`src/rtl/fifo_uart_pkg.sv`:
```
// Shared definitions for the FIFO-draining UART transmitter.
//   fsm_state_e          : 3-bit transmitter FSM state encoding
//   CeilLog2()           : ceiling log2 used to size counters
//   DEFAULT_CLKS_PER_BIT : 50 MHz clock / 115200 baud
package fifo_uart_pkg;

  typedef enum logic [2:0] {
    ST_IDLE   = 3'd0,
    ST_WAIT   = 3'd1,
    ST_LOAD   = 3'd2,
    ST_START  = 3'd3,
    ST_DATA   = 3'd4,
    ST_PARITY = 3'd5,
    ST_STOP   = 3'd6
  } fsm_state_e;

  localparam int DEFAULT_CLKS_PER_BIT = 434;

  function automatic int CeilLog2(input int value);
    int result;
    result = 0;
    while ((1 << result) < value) result++;
    return result;
  endfunction

endpackage

```
`src/rtl/fifo_uart_tx_baud_tick_gen.sv`:
```
// Bit-period timer for the UART transmitter.
//   clk, reset : system clock, synchronous active-high reset
//   clear      : holds the counter at zero (FSM drives it while not framing)
//   tick       : high in the last clock of each CLKS_PER_BIT-cycle bit period
module baud_tick_gen
  import fifo_uart_pkg::*;
#(
  parameter int CLKS_PER_BIT = DEFAULT_CLKS_PER_BIT
) (
  input  logic clk,
  input  logic reset,
  input  logic clear,
  output logic tick
);

  localparam int CNT_W = CeilLog2(CLKS_PER_BIT);

  logic [CNT_W-1:0] cnt_q;
  logic             at_end;

  assign at_end = (cnt_q == CNT_W'(CLKS_PER_BIT - 1));
  assign tick   = at_end && !clear;

  always_ff @(posedge clk) begin
    if (reset || clear) begin
      cnt_q <= '0;
    end else if (at_end) begin
      cnt_q <= '0;
    end else begin
      cnt_q <= cnt_q + 1'b1;
    end
  end

endmodule

```
`src/rtl/fifo_uart_tx.sv`:
```
// FIFO-draining UART transmitter. Whenever the FIFO is non-empty it reads the
// head word, pops it, and sends start bit, DATA_WIDTH data bits LSB first,
// optional even parity bit, then STOP_BITS stop bits. tx is registered.
//   clk, reset  : system clock, synchronous active-high reset
//   fifo_data   : FIFO registered head-word output
//   fifo_empty  : FIFO empty flag
//   fifo_pop    : one-cycle pop strobe (LOAD state only)
//   tx          : serial line, idle high
//   busy        : high from WAIT through the last stop-bit cycle
//   frame_done  : pulse in the last cycle of the final stop bit
// Optional feature: define FIFO_UART_TX_PARITY_EN to insert an even-parity bit.
module fifo_uart_tx
  import fifo_uart_pkg::*;
#(
  parameter int DATA_WIDTH   = 8,
  parameter int CLKS_PER_BIT = DEFAULT_CLKS_PER_BIT,
  parameter int STOP_BITS    = 1
) (
  input  logic                  clk,
  input  logic                  reset,
  input  logic [DATA_WIDTH-1:0] fifo_data,
  input  logic                  fifo_empty,
  output logic                  fifo_pop,
  output logic                  tx,
  output logic                  busy,
  output logic                  frame_done
);

  // Sized to also count stop bits, which never exceed two.
  localparam int BIT_W = CeilLog2(DATA_WIDTH + 1);

  fsm_state_e            state_q, state_d;
  logic                  tick, baud_clear;
  logic                  last_data, last_stop;
  logic [DATA_WIDTH-1:0] shift_q, shift_nxt;
  logic [BIT_W-1:0]      bit_cnt_q;
  logic                  tx_q, tx_d;
`ifdef FIFO_UART_TX_PARITY_EN
  logic                  parity_q;
`endif

  baud_tick_gen #(
    .CLKS_PER_BIT(CLKS_PER_BIT)
  ) u_baud (
    .clk  (clk),
    .reset(reset),
    .clear(baud_clear),
    .tick (tick)
  );

  assign shift_nxt = shift_q >> 1;
  assign last_data = (bit_cnt_q == BIT_W'(DATA_WIDTH - 1));
  assign last_stop = (bit_cnt_q == BIT_W'(STOP_BITS - 1));
  assign tx        = tx_q;

  // tx_d is the line level for the state being entered, so the registered
  // tx changes in the same cycle the FSM changes state.
  always_comb begin
    state_d    = state_q;
    tx_d       = tx_q;
    fifo_pop   = 1'b0;
    busy       = 1'b1;
    frame_done = 1'b0;
    baud_clear = 1'b0;
    case (state_q)
      ST_IDLE: begin
        busy       = 1'b0;
        baud_clear = 1'b1;
        tx_d       = 1'b1;
        if (!fifo_empty) state_d = ST_WAIT;
      end
      ST_WAIT: begin
        // Give the FIFO's registered read port a cycle to present the head.
        baud_clear = 1'b1;
        tx_d       = 1'b1;
        state_d    = ST_LOAD;
      end
      ST_LOAD: begin
        baud_clear = 1'b1;
        fifo_pop   = 1'b1;
        tx_d       = 1'b0;
        state_d    = ST_START;
      end
      ST_START: begin
        if (tick) begin
          state_d = ST_DATA;
          tx_d    = shift_q[0];
        end
      end
      ST_DATA: begin
        if (tick) begin
          if (last_data) begin
`ifdef FIFO_UART_TX_PARITY_EN
            state_d = ST_PARITY;
            tx_d    = parity_q;
`else
            state_d = ST_STOP;
            tx_d    = 1'b1;
`endif
          end else begin
            tx_d = shift_nxt[0];
          end
        end
      end
`ifdef FIFO_UART_TX_PARITY_EN
      ST_PARITY: begin
        if (tick) begin
          state_d = ST_STOP;
          tx_d    = 1'b1;
        end
      end
`endif
      ST_STOP: begin
        if (tick && last_stop) begin
          frame_done = 1'b1;
          state_d    = ST_IDLE;
        end
      end
      default: begin
        state_d = ST_IDLE;
        tx_d    = 1'b1;
      end
    endcase
  end

  always_ff @(posedge clk) begin
    if (reset) begin
      state_q <= ST_IDLE;
    end else begin
      state_q <= state_d;
    end
  end

  always_ff @(posedge clk) begin
    if (reset) begin
      tx_q      <= 1'b1;
      shift_q   <= '0;
      bit_cnt_q <= '0;
`ifdef FIFO_UART_TX_PARITY_EN
      parity_q  <= 1'b0;
`endif
    end else begin
      tx_q <= tx_d;

      if (state_q == ST_LOAD) begin
        shift_q <= fifo_data;
      end else if (state_q == ST_DATA && tick) begin
        shift_q <= shift_nxt;
      end

      // One counter serves both data bits and stop bits; any state change
      // restarts it so each phase counts from zero.
      if (state_d != state_q) begin
        bit_cnt_q <= '0;
      end else if (tick) begin
        bit_cnt_q <= bit_cnt_q + 1'b1;
      end

`ifdef FIFO_UART_TX_PARITY_EN
      if (state_q == ST_LOAD) begin
        parity_q <= ^fifo_data;
      end
`endif
    end
  end

endmodule

```
`config.mk`:
```
export PLATFORM = sky130hd
export DESIGN_NAME = fifo_uart_tx
export DESIGN_NICKNAME = d
export VERILOG_FILES = /design/src/rtl/fifo_uart_pkg.sv /design/src/rtl/fifo_uart_tx_baud_tick_gen.sv /design/src/rtl/fifo_uart_tx.sv
export SDC_FILE = /design/constraint.sdc
export NUM_CORES = 1
export LEC_CHECK = 0
export BUFFER_PORTS_ARGS = -buffer_cell sky130_fd_sc_hd__buf_2
export CAP_MARGIN = 30
export CORE_MARGIN = 4
export CORE_UTILIZATION = 55
export DETAILED_ROUTE_END_ITERATION = 10
export HOLD_SLACK_MARGIN = 0.05
export PLACE_DENSITY = 0.86
export SLEW_MARGIN = 10
export SYNTH_ARGS = -nofsm -noshare
export SYNTH_HDL_FRONTEND = slang
export SYNTH_SLANG_ARGS = --single-unit
```
`constraint.sdc`:
```
create_clock -name clk -period 2.1 [get_ports clk]
set_input_delay 0.105 -clock clk [delete_from_list [all_inputs] [get_ports clk]]
set_output_delay 0.105 -clock clk [all_outputs]
set_load 0.005 [all_outputs]
```
==> qor.txt <==
Status - finished, final reports clean
Crit-path max FO - 12
WL met2 - 1431 um
Slew margin rel. - 0.7010
Yosys cell types - 39
Top cells by area, synth - dfxtp_1 (38%), nor2_1 (7.1%), a21oi_1 (6.0%), xnor2_1 (5.9%), ha_1 (3.8%)
Io pins - 15
Cell Rows - 17
Min-delay src - fifo_data[4]
Final min period - 1.968 ns
Vias per inst - 5.930
CP arrival - 2.16 ns
Mapped Area - 1328 sq um
Initial DRC count - 30
# setup viols final - 0
Yosys warns - 0
GRT Overall Usage - 0.1789
Syn_nets - 171
Max Clock Skew - 0.002920 ns
Clk_lat worst skew - 0.32 ns
CTS Hold Bufs - 0
DIE AREA - 3264 sq um
Max VDD drop - 456.0 uV
Setup TNS - 0 ns
Post-synth top area cell - dfxtp_1
Post-route antenna net violation count - 0
RSZ-0062 raised after global routing - false
Max Root-Sink Buffers - 2
Ant diodes - 0
Syn-to-layout area delta - 10.56%
Final core occ - 0.6509
Register area - 500.5 sq um
List of most frequent post-synthesis cells - dfxtp_1 (25), nor2_1 (25), a21oi_1 (16)
WS Path Type - register to register
CTS root buffer - clkbuf_4
Worst R2R End - shift_q[2]
First-pass GRT wire length - 4767 um
Yosys reg bits - 25
Hold EP - shift_q[4]
R2r worst-path depth - 4
Worst R2R Setup Slack - 0.13 ns
Initial antenna violation count - 0
Number of flops mapped to enable cells by yosys - 0
Hold WC Path Type - primary input to register
Clock buffer count from CTS - 3
Synth Flop Type - dfxtp_1
Initial Util - 0.5888
RR Startpoint - u_baud.cnt_q[2]
Mapped Cells - 156
Worst hold slack - 0.07510 ns
CTS H-tree lvls - 1
Critical-path cell list - or4b_4, nor3_4, nor3_1, a2111oi_0
DIE WIDTH - 57.13 um
Final global-route overflow total - 0
Total Power - 0.8608 mW
Final hold vios - 0
Power per unit of standard cell area - 586.5 nW/um^2
Async SR Flop Fraction - 0
Layout cell share with drive strength beyond 1 - 0.1850
Uppermost routed layer - met4
Seq/Total Area, Yosys - 0.3770
Final nets - 189
Max-slew violation count - 0
DRC - 0
Wire length on met1 - 1206 um
WL/cell - 13.96 um
Post-Route WL - 2806 um
CP max stage cell - or4b_4
Core footprint - 2255 sq um
Placed cells - 197
Crit. End Element - register
Cell depth of the worst hold path - 3
Post-detail-place hpwl - 2105 um
GPL Wtd Cong - 0.7849
Die Ht - 57.13 um
Fmax - 508.1 MHz
Met3 WL - 123 um
Clk pin slew, worst setup/hold paths - 0.13 ns
Drt pass-1 iters - 4
CTS tree - done
Non-Filler Instances - 201
CTS Sinks - 25
Leakage power - 0.4958 nW
Fillers - 199
Via count - 1,192
Delay of the slowest critical-path stage - 0.62 ns
Area of the multi-input gates - 757.0 sq um
Critical Path Start Type - register
Max-Cap Viols - 0
Tightest Pin Transition - 0.4422 ns
Req. time, crit path - 2.30 ns
Vias in the first global route - 1,101
Tcrit/Tclk final - 0.9371
Avg Inst Size Synth - 8.510 sq um
I/O Buffers - 14
Yosys top cell area share - 0.3770
Largest net degree at the start of global routing - 16
[critical path: cells and delay by family, from the launching register on]
family | cells | cell delay, ns
and+or+nand+nor | 3 | 1.07
DFF | 1 | 0.39
AOI/OAI and AO/OA | 1 | 0.39
[layer usage]
layer	up-vias	track usage
met1	559	0.2219
li1	601	-
met3	4	0.02489
met4	0	0.05960
met2	28	0.3165
met5	-	0
[logic make-up (layout without fill, tap and decap cells)]
kind of cell	Yosys count	after routing	synth area share
buf+inv	16	33	0.05748
mux	1	1	0.007540
xor+xnor	10	10	0.06598
flops	25	25	0.3770
fa+ha+maj	4	4	0.03770
compound gates	37	37	0.1998
simple gates	63	63	0.2545
[power breakdown]
part | total (mW) | internal [mW] | switching (mW)
combinational | 0.132 | 0.0590 | 0.0732
clock | 0.217 | 0.0744 | 0.143
sequential | 0.511 | 0.495 | 0.0164
[worst max-delay path by stage]
| stage | start | endpoint |
|---|---|---|
| after floorplan | u_baud.cnt_q[2] | shift_q[0] |
| after global placement | u_baud.cnt_q[2] | shift_q[3] |
| after detailed placement | u_baud.cnt_q[2] | shift_q[2] |
| after CTS | state_q[1] | frame_done |
| after global routing | u_baud.cnt_q[2] | shift_q[3] |
| final | u_baud.cnt_q[2] | shift_q[2] |
[sequential cells by signal, summed over array words and instances (netlist names)]
signal        count
shift_q           8
tx                1
bit_cnt_q         4
state_q           3
u_baud.cnt_q      9
[layout make-up]
| cell class | instances | area share |
|---|---|---|
| clock buffer | 4 | 0.01790 |
| inverter | 9 | 0.02302 |
| multi-input combinational | 115 | 0.5158 |
| sequential | 25 | 0.3410 |
| tap | 28 | 0.02387 |
| timing repair buffer | 20 | 0.07843 |
[metrics by stage]
stage,area (sq um),setup WS (ns)
2_1_floorplan,1328,0.3336
3_3_place_gp,1435,0.2622
3_5_place_dp,1435,0.08539
4_1_cts,1461,0.04131
5_1_grt,1468,0.04654
6_report,1468,0.1320
[cell usage in the layout, fill, tap and decap left out, drive strengths merged, types with 2 or more instances in the layout]
cell     netlist  layout
nor2          26      26
dfxtp         25      25
buf            3      20
a21oi         16      16
nor3          11      11
xnor2          9       9
inv            8       8
a2111oi        8       8
nand2          6       6
nand3          4       4
ha             4       4
clkbuf         4       4
nand2b         3       3
nor2b          2       2
or3            2       2
nand4          2       2
o21ai          2       2
a211o          2       2
nor4b          2       2
a31oi          2       2
o311ai         2       2
[timing repair]
| item | 4_1_cts | 5_1_grt |
|---|---|---|
| resized for setup | 0 | 1 |
| endpoints found under the setup margin | 0 | 2 |
| buffers inserted | 0 | 0 |
Note: power is estimated with default switching activity, not from simulation.
